File: src/rtl/r88_prefetch_if.sv
// Bundles the Rocket88 prefetch unit's memory-side and decoder-side signals.
// The master modport faces the prefetch unit; the slave modport faces its environment.
interface r88_prefetch_if;
    logic [15:0] memAddr;
    logic        memRead;
    logic        memAck;
    logic [7:0]  memData;
    logic        flush;
    logic [15:0] flushAddr;
    logic        byteValid;
    logic [7:0]  byteData;
    logic [15:0] byteAddr;
    logic        byteTake;
    logic [3:0]  level;

    modport master (
        output memAddr, memRead, byteValid, byteData, byteAddr, level,
        input  memAck, memData, flush, flushAddr, byteTake
    );

    modport slave (
        input  memAddr, memRead, byteValid, byteData, byteAddr, level,
        output memAck, memData, flush, flushAddr, byteTake
    );
endinterface

File: src/rtl/r88_prefetch.sv
// Rocket88 instruction-byte prefetch: fetches sequential bytes into a small FIFO
// for the decoder and restarts fetching at a new address on flush.
module r88_prefetch #(
    parameter int          DEPTH    = 4,
    parameter logic [15:0] RESET_PC = 16'h0000
) (
    input logic             sysClock,
    input logic             sysResetN,
    r88_prefetch_if.master  bus
);
    localparam int         PTR_W   = (DEPTH > 1) ? $clog2(DEPTH) : 1;
    localparam logic [3:0] DEPTH_L = 4'(DEPTH);

    typedef enum logic [1:0] {IDLE, REQ, DRAIN} state_t;

    state_t             state_q, state_d;
    logic [15:0]        mem_addr_q, mem_addr_d;
    logic               mem_read_q, mem_read_d;
    logic [15:0]        saved_addr_q, saved_addr_d;
    logic [15:0]        byte_addr_q, byte_addr_d;
    logic [3:0]         level_q, level_d;
    logic [PTR_W-1:0]   rd_ptr_q, rd_ptr_d;
    logic [PTR_W-1:0]   wr_ptr_q, wr_ptr_d;
    logic [7:0]         fifo_q [DEPTH];
    logic [7:0]         fifo_d [DEPTH];
    logic               push;
    logic               pop;

    always_comb begin
        push         = (state_q == REQ) && bus.memAck && !bus.flush;
        pop          = bus.byteTake && (level_q != 4'd0) && !bus.flush;

        fifo_d       = fifo_q;
        rd_ptr_d     = rd_ptr_q;
        wr_ptr_d     = wr_ptr_q;
        byte_addr_d  = byte_addr_q;
        state_d      = state_q;
        mem_addr_d   = mem_addr_q;
        saved_addr_d = saved_addr_q;

        if (push) begin
            fifo_d[wr_ptr_q] = bus.memData;
            wr_ptr_d         = wr_ptr_q + PTR_W'(1);
        end
        if (pop) begin
            rd_ptr_d    = rd_ptr_q + PTR_W'(1);
            byte_addr_d = byte_addr_q + 16'd1;
        end
        level_d = level_q + 4'(push) - 4'(pop);

        // Flush wins over any pop or push happening in the same cycle.
        if (bus.flush) begin
            level_d     = 4'd0;
            rd_ptr_d    = '0;
            wr_ptr_d    = '0;
            byte_addr_d = bus.flushAddr;
        end

        case (state_q)
            IDLE: begin
                if (bus.flush) begin
                    mem_addr_d = bus.flushAddr;
                    state_d    = REQ;
                end else if (level_d < DEPTH_L) begin
                    state_d = REQ;
                end
            end
            REQ: begin
                if (bus.flush) begin
                    if (bus.memAck) begin
                        mem_addr_d = bus.flushAddr;
                    end else begin
                        saved_addr_d = bus.flushAddr;
                        state_d      = DRAIN;
                    end
                end else if (bus.memAck) begin
                    mem_addr_d = mem_addr_q + 16'd1;
                    state_d    = (level_d < DEPTH_L) ? REQ : IDLE;
                end
            end
            DRAIN: begin
                // The outstanding bus transfer must complete; its byte is discarded.
                if (bus.flush) begin
                    saved_addr_d = bus.flushAddr;
                    if (bus.memAck) begin
                        mem_addr_d = bus.flushAddr;
                        state_d    = REQ;
                    end
                end else if (bus.memAck) begin
                    mem_addr_d = saved_addr_q;
                    state_d    = REQ;
                end
            end
            default: state_d = IDLE;
        endcase

        mem_read_d = (state_d != IDLE);
    end

    always_ff @(posedge sysClock or negedge sysResetN) begin
        if (!sysResetN) begin
            state_q      <= IDLE;
            mem_addr_q   <= RESET_PC;
            mem_read_q   <= 1'b0;
            saved_addr_q <= RESET_PC;
            byte_addr_q  <= RESET_PC;
            level_q      <= 4'd0;
            rd_ptr_q     <= '0;
            wr_ptr_q     <= '0;
            for (int i = 0; i < DEPTH; i++) begin
                fifo_q[i] <= 8'h00;
            end
        end else begin
            state_q      <= state_d;
            mem_addr_q   <= mem_addr_d;
            mem_read_q   <= mem_read_d;
            saved_addr_q <= saved_addr_d;
            byte_addr_q  <= byte_addr_d;
            level_q      <= level_d;
            rd_ptr_q     <= rd_ptr_d;
            wr_ptr_q     <= wr_ptr_d;
            fifo_q       <= fifo_d;
        end
    end

    assign bus.memAddr   = mem_addr_q;
    assign bus.memRead   = mem_read_q;
    assign bus.level     = level_q;
    assign bus.byteAddr  = byte_addr_q;
    assign bus.byteValid = (level_q != 4'd0);
    assign bus.byteData  = (level_q != 4'd0) ? fifo_q[rd_ptr_q] : 8'h00;
endmodule

File: src/flat_wrapper.sv
// flat-port wrapper written by rule: the top's interface ports become plain ports
module r88_prefetch_flat 
#(
    parameter int          DEPTH    = 4,
    parameter logic [15:0] RESET_PC = 16'h0000
)
  (sysClock, sysResetN, bus_memAddr, bus_memRead, bus_byteValid, bus_byteData, bus_byteAddr, bus_level, bus_memAck, bus_memData, bus_flush, bus_flushAddr, bus_byteTake);
  r88_prefetch_if bus_i ();
  input logic sysClock;
  input logic sysResetN;
  output wire logic [$bits(bus_i.memAddr)-1:0] bus_memAddr;
  output wire logic [$bits(bus_i.memRead)-1:0] bus_memRead;
  output wire logic [$bits(bus_i.byteValid)-1:0] bus_byteValid;
  output wire logic [$bits(bus_i.byteData)-1:0] bus_byteData;
  output wire logic [$bits(bus_i.byteAddr)-1:0] bus_byteAddr;
  output wire logic [$bits(bus_i.level)-1:0] bus_level;
  input wire logic [$bits(bus_i.memAck)-1:0] bus_memAck;
  input wire logic [$bits(bus_i.memData)-1:0] bus_memData;
  input wire logic [$bits(bus_i.flush)-1:0] bus_flush;
  input wire logic [$bits(bus_i.flushAddr)-1:0] bus_flushAddr;
  input wire logic [$bits(bus_i.byteTake)-1:0] bus_byteTake;
  assign bus_memAddr = bus_i.memAddr;
  assign bus_memRead = bus_i.memRead;
  assign bus_byteValid = bus_i.byteValid;
  assign bus_byteData = bus_i.byteData;
  assign bus_byteAddr = bus_i.byteAddr;
  assign bus_level = bus_i.level;
  assign bus_i.memAck = bus_memAck;
  assign bus_i.memData = bus_memData;
  assign bus_i.flush = bus_flush;
  assign bus_i.flushAddr = bus_flushAddr;
  assign bus_i.byteTake = bus_byteTake;
  r88_prefetch #(.DEPTH(DEPTH), .RESET_PC(RESET_PC)) u_core (.sysClock(sysClock), .sysResetN(sysResetN), .bus(bus_i));
endmodule
File: config.mk
export PLATFORM = sky130hd
export DESIGN_NAME = r88_prefetch_flat
export DESIGN_NICKNAME = d
export VERILOG_FILES = /design/src/rtl/r88_prefetch_if.sv /design/src/rtl/r88_prefetch.sv /design/src/flat_wrapper.sv
export SDC_FILE = /design/constraint.sdc
export NUM_CORES = 1
export LEC_CHECK = 0
export CAP_MARGIN = 20
export CORE_AREA = 10 10 112 114
export DETAILED_ROUTE_END_ITERATION = 12
export DIE_AREA = 0 0 122 124
export MAX_ROUTING_LAYER = met4
export PLACE_DENSITY_LB_ADDON = 0.15
export SLEW_MARGIN = 20
export SYNTH_ARGS = -nofsm -noshare
export SYNTH_HDL_FRONTEND = slang
export SYNTH_SLANG_ARGS = --single-unit
File: constraint.sdc
create_clock -name sysClock -period 3.9 [get_ports sysClock]
set_input_delay 0.585 -clock sysClock [delete_from_list [all_inputs] [get_ports sysClock]]
set_output_delay 0.585 -clock sysClock [all_outputs]
set_load 0.1 [all_outputs]
==> results.toml <==
[sta]
period_share = 0.863
worst_slew_pin_slew_ps = 1030
fin_crit_ps = 3370
hold_viol = 0
max_freq_mhz = 297
setup-tns-final_ps = 0
setup_viol_count_final = 0
skew_ps = 16.0
rsz0062_at_grt = "false"
drv_slew = 0
max-slew-margin-rel = 0.314

[cts]
clkTransAtPathRegs_ps = 90
numCtsBuffers = 9
clock_path_buffers = 2
post_cts_buffers = 0
hold_buffers = 0
cts.sinks = 91
insertion_delay_ps = 370
htreeDepth = 3
root_buffer = "clkbuf_8"
cts_resized = 0
tritoncts = "done"

[synth]
syn-num-nets = 543
ys_ff_latch = 91
netlist_instances = 497
ys_warn_count = 0
ys_types = 51
syn-mean-instance-area_sq_um = 10.2
yosysSeqAreaShare = 0.447
synthArstFlopShare = 1.00
syn-cell-area_sq_um = 5090
ys.flop_type = "dfrtp_1"
synth_edf_count = 0

[floorplan]
die_h_microns = 124
dieArea_sq_um = 15100
start_util = 0.498
core_sq_um = 10200
rows = 37
ios = 75
die_x_microns = 122

[placement]
io_buffers = 74
dp_hpwl_microns = 9150
gp_congestion = 0.933
placed_area_sq_um = 5910

[setup_path]
critPathKind = "reg -> reg"
critPathSlowestCell = "or3b_2"
cp-start-kind = "flip-flop"
critPathMostFrequentCell = "ha_1"
endpoint_kind = "flip-flop"
path_cells = "inv_1 -> ha_1 -> or3b_2 -> and3_1 -> ha_1 -> inv_1 -> ha_1 -> fa_1 -> xnor2_1 -> nand2_1 -> a21oi_1 -> o41a_1 -> a21oi_1"
crit_arrival_ps = 3660
crit_path_max_fanout = 13
cp.required_ps = 4190
critPathMaxStageDelay_ps = 600

[routing]
num_vias = 3962
postRouteAntennaNets = 0
drc_errors = 0
drt-pass1-iter-count = 4
routed_wirelength_microns = 12600
wl_per_cell_microns = 17.9
drt_iter0_drc = 278
vias_per_cell = 5.64

[global_routing]
antenna_found_initial = 0
grt_pass1_wl_microns = 21200
grt_pass1_vias = 4112
grt_overflow = 0
grtUsageTotal = 0.179
grt_max_degree = 67

[final_layout]
diodes = 0
finalNetCount = 608
fin_area_sq_um = 6100
area_delta_synth_final_pct = 19.8
drive_above_1_share = 0.164
fillers = 882

[outcome]
status = "finished, final reports clean"

[run]
cap_violations = 0

[worst_hold_path]
hold_path_class = "in -> async"
==> layout by cell type (no fill, tap or decap), drive strengths merged, types with 8 or more instances in the layout <==
| cell type | Yosys | layout |
|---|---|---|
| nor2 | 30 | 30 |
| mux2i | 12 | 12 |
| a22oi | 8 | 8 |
| ha | 16 | 16 |
| o21ai | 56 | 56 |
| a21oi | 23 | 23 |
| buf | 11 | 15 |
| nand2 | 43 | 43 |
| nand3 | 13 | 13 |
| dfrtp | 91 | 91 |
| xor2 | 9 | 9 |
| nor3 | 11 | 11 |
| and2 | 10 | 10 |
| inv | 21 | 25 |
| xnor2 | 18 | 18 |
| mux2 | 49 | 49 |
| mux4 | 8 | 8 |
| clkbuf | 14 | 10 |
| clkdlybuf4s50 | 0 | 64 |
==> registers in the layout, summed over array words and instances, names as in the netlist <==
signal               flops
u_core.fifo_q           32
u_core.bus.byteAddr     16
u_core.bus.memAddr      16
u_core.saved_addr_q     16
u_core.bus.level         4
u_core.rd_ptr_q          2
u_core.state_q           2
u_core.wr_ptr_q          2
u_core.bus.memRead       1
==> worst paths after layout <==
check / startpoint / endpoint / slack [ps] / depth (start not counted)
min in group sysClock: u_core.fifo_q[28]$_DFFE_PN0P_ / u_core.fifo_q[28]$_DFFE_PN0P_ / 500 / 1
max in group asynchronous: sysResetN / u_core.saved_addr_q[5]$_DFFE_PN0P_ / 2730 / 2
max reg2reg: u_core.bus.level[2]$_DFF_PN0_ / u_core.bus.memRead$_DFF_PN0_ / 530 / 13
max: u_core.bus.level[2]$_DFF_PN0_ / u_core.bus.memRead$_DFF_PN0_ / 530 / 13
min: sysResetN / u_core.fifo_q[31]$_DFFE_PN0P_ / 320 / 1
min reg2reg: u_core.fifo_q[28]$_DFFE_PN0P_ / u_core.fifo_q[28]$_DFFE_PN0P_ / 500 / 1
==> metal layers <==
| metal | global-route usage | up-vias | share of wire |
|---|---|---|---|
| met5 | - | - | 0 |
| met1 | 0.225 | 1938 | 0.44 |
| met4 | 0.0618 | 0 | 0.015 |
| met3 | 0.0294 | 13 | 0.050 |
| met2 | 0.287 | 103 | 0.49 |
| li1 | - | 1908 | - |
==> layout make-up <==
class,count,area (sq um),area share
Multi-Input combinational cell,360,2630,0.431
Sequential cell,91,2280,0.374
Timing Repair Buffer,79,751,0.123
Tap cell,136,170,0.0279
Clock buffer,10,138,0.0226
Inverter,21,78.8,0.0129
Clock inverter,6,55.1,0.00903
==> synthesized netlist by cell type, types with 9 or more instances <==
cell type	n	area (sq um)
dfrtp_1	91	2280
o21ai_0	56	280
mux2_2	48	541
nand2_1	43	161
nor2_1	30	113
a21oi_1	23	115
inv_1	21	78.8
xnor2_1	18	158
ha_1	16	200
clkbuf_1	14	52.6
nand3_1	13	65.1
mux2i_1	12	120
nor3_1	11	55.1
and2_1	10	62.6
xor2_1	9	78.8
==> cell families (layout without fill, tap and decap cells) <==
kind of cell / count (synthesis) / in the layout / share of synthesized area
AO/OA/AOI/OAI: 118 / 118 / 0.139
XOR/XNOR: 27 / 27 / 0.0464
multiplexers: 69 / 69 / 0.167
adder cells (fa/ha/maj): 18 / 18 / 0.0452
flip-flops: 91 / 91 / 0.447
AND/OR/NAND/NOR: 128 / 128 / 0.118
buffers and inverters: 46 / 116 / 0.0371
==> stage by stage <==
step | setup slack (ps) | util | hold slack [ps] | cells
after floorplan | 12.9 | - | 289 | 497
after global placement | 642 | 0.577 | 474 | 687
after detailed placement | 568 | 0.577 | 486 | 687
after CTS | 546 | 0.596 | 344 | 703
after global routing | 340 | 0.596 | 373 | 703
final | 534 | 0.596 | 319 | 703
==> critical path, delay by kind of cell (launching register included) <==
family                   cells  cell delay, ps
AO/OA/AOI/OAI                3             620
XOR/XNOR                     1             190
adder cells (fa/ha/maj)      4            1030
buffers and inverters        2             110
flip-flops                   1             400
AND/OR/NAND/NOR              3             940
Power is left out: the tool's default activity adds up to more than one toggle a clock period on the data nets, which glitch-free logic cannot reach.
==> RTL change (same flow settings) <==
`DEPTH` is set to 4 in 2 places; all go to 2.
--- a/src/rtl/r88_prefetch.sv
+++ b/src/rtl/r88_prefetch.sv
@@ -2,5 +2,5 @@
 // for the decoder and restarts fetching at a new address on flush.
 module r88_prefetch #(
-    parameter int          DEPTH    = 4,
+    parameter int          DEPTH    = 2,
     parameter logic [15:0] RESET_PC = 16'h0000
 ) (
--- a/src/flat_wrapper.sv
+++ b/src/flat_wrapper.sv
@@ -2,5 +2,5 @@
 module r88_prefetch_flat 
 #(
-    parameter int          DEPTH    = 4,
+    parameter int          DEPTH    = 2,
     parameter logic [15:0] RESET_PC = 16'h0000
 )
Check against the original RTL: not equivalent (Yosys sat finds a counterexample within 4 cycles, from zero or initial values and one cycle with sysResetN low).
==> RTL change against the original RTL <==
Wire length decreased by 7.1%. Final area decreased by 12%. Worst setup slack improved by 0.028 ns. Via count decreased by 8.3%. Sequential cell count decreased by 18. Synthesized area decreased by 13%. Largest cell class unchanged.
Power is not shown: default switching activity piles up to over one toggle a cycle in this logic, so the estimate is an artifact.
==> RTL change: results (changes against the original RTL) <==
{
  "via_count_of_the_first_global_routing_pass": {"value": 3689, "change": "-10%"},
  "maximum_number_of_pins_on_one_net_before_global_route_repair": {"value": 74, "change": "+10%"},
  "place.detailed.hpwl": {"value": 8.42, "unit": "mm", "change": "-8.0%"},
  "cp_slowest_cell": "sky130_fd_sc_hd__o41ai_1",
  "crit_path_max_incr_delay": {"value": 0.54, "unit": "ns", "change": "-0.06 ns"},
  "routed_wl": {"value": 11.7, "unit": "mm", "change": "-7.1%"},
  "drive_above_1_share": {"value": 16.9, "unit": "%", "change": "+0.49 points"},
  "skew_final": {"value": 0.0119, "unit": "ns", "change": "-0.00411 ns"},
  "detailedRoute.firstPassIterationCount": {"value": 4, "change": "unchanged"},
  "wl_met1": {"value": 5.44, "unit": "mm", "change": "-1.7%"},
  "cts_setup_buffers": {"value": 0, "change": "unchanged"},
  "worstPathArrival": {"value": 3.58, "unit": "ns", "change": "-0.08 ns"},
  "cts_resized": {"value": 0, "change": "unchanged"},
  "critical_path_peak_fanout": {"value": 5, "change": "-8"},
  "ys.warnings.count": {"value": 0, "change": "unchanged"},
  "final_weighted_congestion_in_routability_driven_placement": {"value": 0.822, "change": "-12%"},
  "ys_seq_area_share": {"value": 41.5, "unit": "%", "change": "-3.3 points"},
  "fin_nets": {"value": 564, "change": "-7.2%"},
  "max-slew-margin-rel": {"value": 32.4, "unit": "%", "change": "+0.97 points"},
  "routed-wl-met2": {"value": 5.58, "unit": "mm", "change": "-10%"},
  "violation_count_after_the_first_detailed_routing_iteration": {"value": 180, "change": "-35%"},
  "grtUsageTotal": {"value": 16.1, "unit": "%", "change": "-1.7 points"},
  "detailroute.via_count": {"value": 3634, "change": "-8.3%"},
  "routed-wl-met3": {"value": 542, "unit": "um", "change": "-14%"},
  "synth_nets": {"value": 494, "change": "-9.0%"},
  "clk_pin_slew_worst_paths_ns": 0.08,
  "synth.area.top_cells": "sky130_fd_sc_hd__dfrtp_1 41%, sky130_fd_sc_hd__mux2_2 8.4%, sky130_fd_sc_hd__o21ai_0 4.1%",
  "grt_first_pass_wirelength": {"value": 19.1, "unit": "mm", "change": "-9.9%"},
  "synth_cell_types": {"value": 64, "change": "+25%"},
  "port-buffer-count": {"value": 74, "change": "unchanged"},
  "commonest_cells_in_the_netlist": "73 x sky130_fd_sc_hd__dfrtp_1, 41 x sky130_fd_sc_hd__nand2_1, 39 x sky130_fd_sc_hd__nor2_1",
  "status": "finished clean",
  "post-place-ws": {"value": 0.436, "unit": "ns", "change": "-0.131 ns"}
}
[RTL change: changes by cell type after synthesis, sizes merged, moves of 4 or more]
cell | unedited run | this run
clkbuf | 14 | 10
nand3 | 13 | 20
ha | 16 | 12
dfrtp | 91 | 73
nor2 | 30 | 40
mux2i | 12 | 17
a21oi | 23 | 14
nor3 | 11 | 21
o21ai | 56 | 43
mux4 | 8 | 0
mux2 | 49 | 33
and2 | 10 | 2
[RTL change: cells by family after synthesis]
group | Yosys count | share of synthesized area [%]
compound gates | 98 | 14.4
fa+ha+maj | 15 | 4.32
mux | 50 | 12.3
simple gates | 149 | 17.6
xor+xnor | 25 | 4.97
buf+inv | 42 | 4.91
flops | 73 | 41.5
[RTL change: final timing paths]
| kind | from | to | slack, ns | depth (start not counted) |
|---|---|---|---|---|
| worst min register to register | u_core.fifo_q[12] | u_core.fifo_q[12] | 0.51 | 1 |
| worst min-delay path | sysResetN | u_core.bus.memRead | 0.36 | 1 |
| worst max-delay path | u_core.bus.level[2] | u_core.bus.memRead | 0.56 | 14 |
| worst max register to register | u_core.bus.level[2] | u_core.bus.memRead | 0.56 | 14 |
| min in group sysClock | u_core.fifo_q[12] | u_core.fifo_q[12] | 0.51 | 1 |
| max in group asynchronous | sysResetN | u_core.saved_addr_q[0] | 2.90 | 1 |
[RTL change: per-stage QoR]
step	hold WS [ns]	area (um2)	cells	util, %
global placement	0.486	5210	647	50.9
floorplan	0.289	4410	452	-
CTS	0.407	5390	663	52.7
global route	0.455	5390	663	52.7
detailed placement	0.492	5210	647	50.9
finish	0.364	5390	663	52.7
[RTL change: per-layer routing]
| metal | up-vias | track usage, % |
|---|---|---|
| li1 | 1759 | - |
| met1 | 1766 | 20.3 |
| met2 | 96 | 26.3 |
| met3 | 13 | 2.76 |
| met4 | 0 | 4.47 |
| met5 | - | - |
[RTL change: critical path: cells and delay by family (launching register included)]
family / cells / cell delay, ns
adder cells (fa/ha/maj): 4 / 1.01
AND/OR/NAND/NOR: 4 / 0.77
AO/OA/AOI/OAI: 2 / 0.72
flip-flops: 1 / 0.38
XOR/XNOR: 1 / 0.18
buffers and inverters: 3 / 0.17
[RTL change: area by class of cell]
type | instances | area [um2]
fill | 975 | 4840
multi-input combinational | 337 | 2360
sequential | 73 | 1830
timing repair buffer | 82 | 771
tap | 136 | 170
clock buffer | 9 | 124
inverter | 19 | 76.3
clock inverter | 7 | 61.3
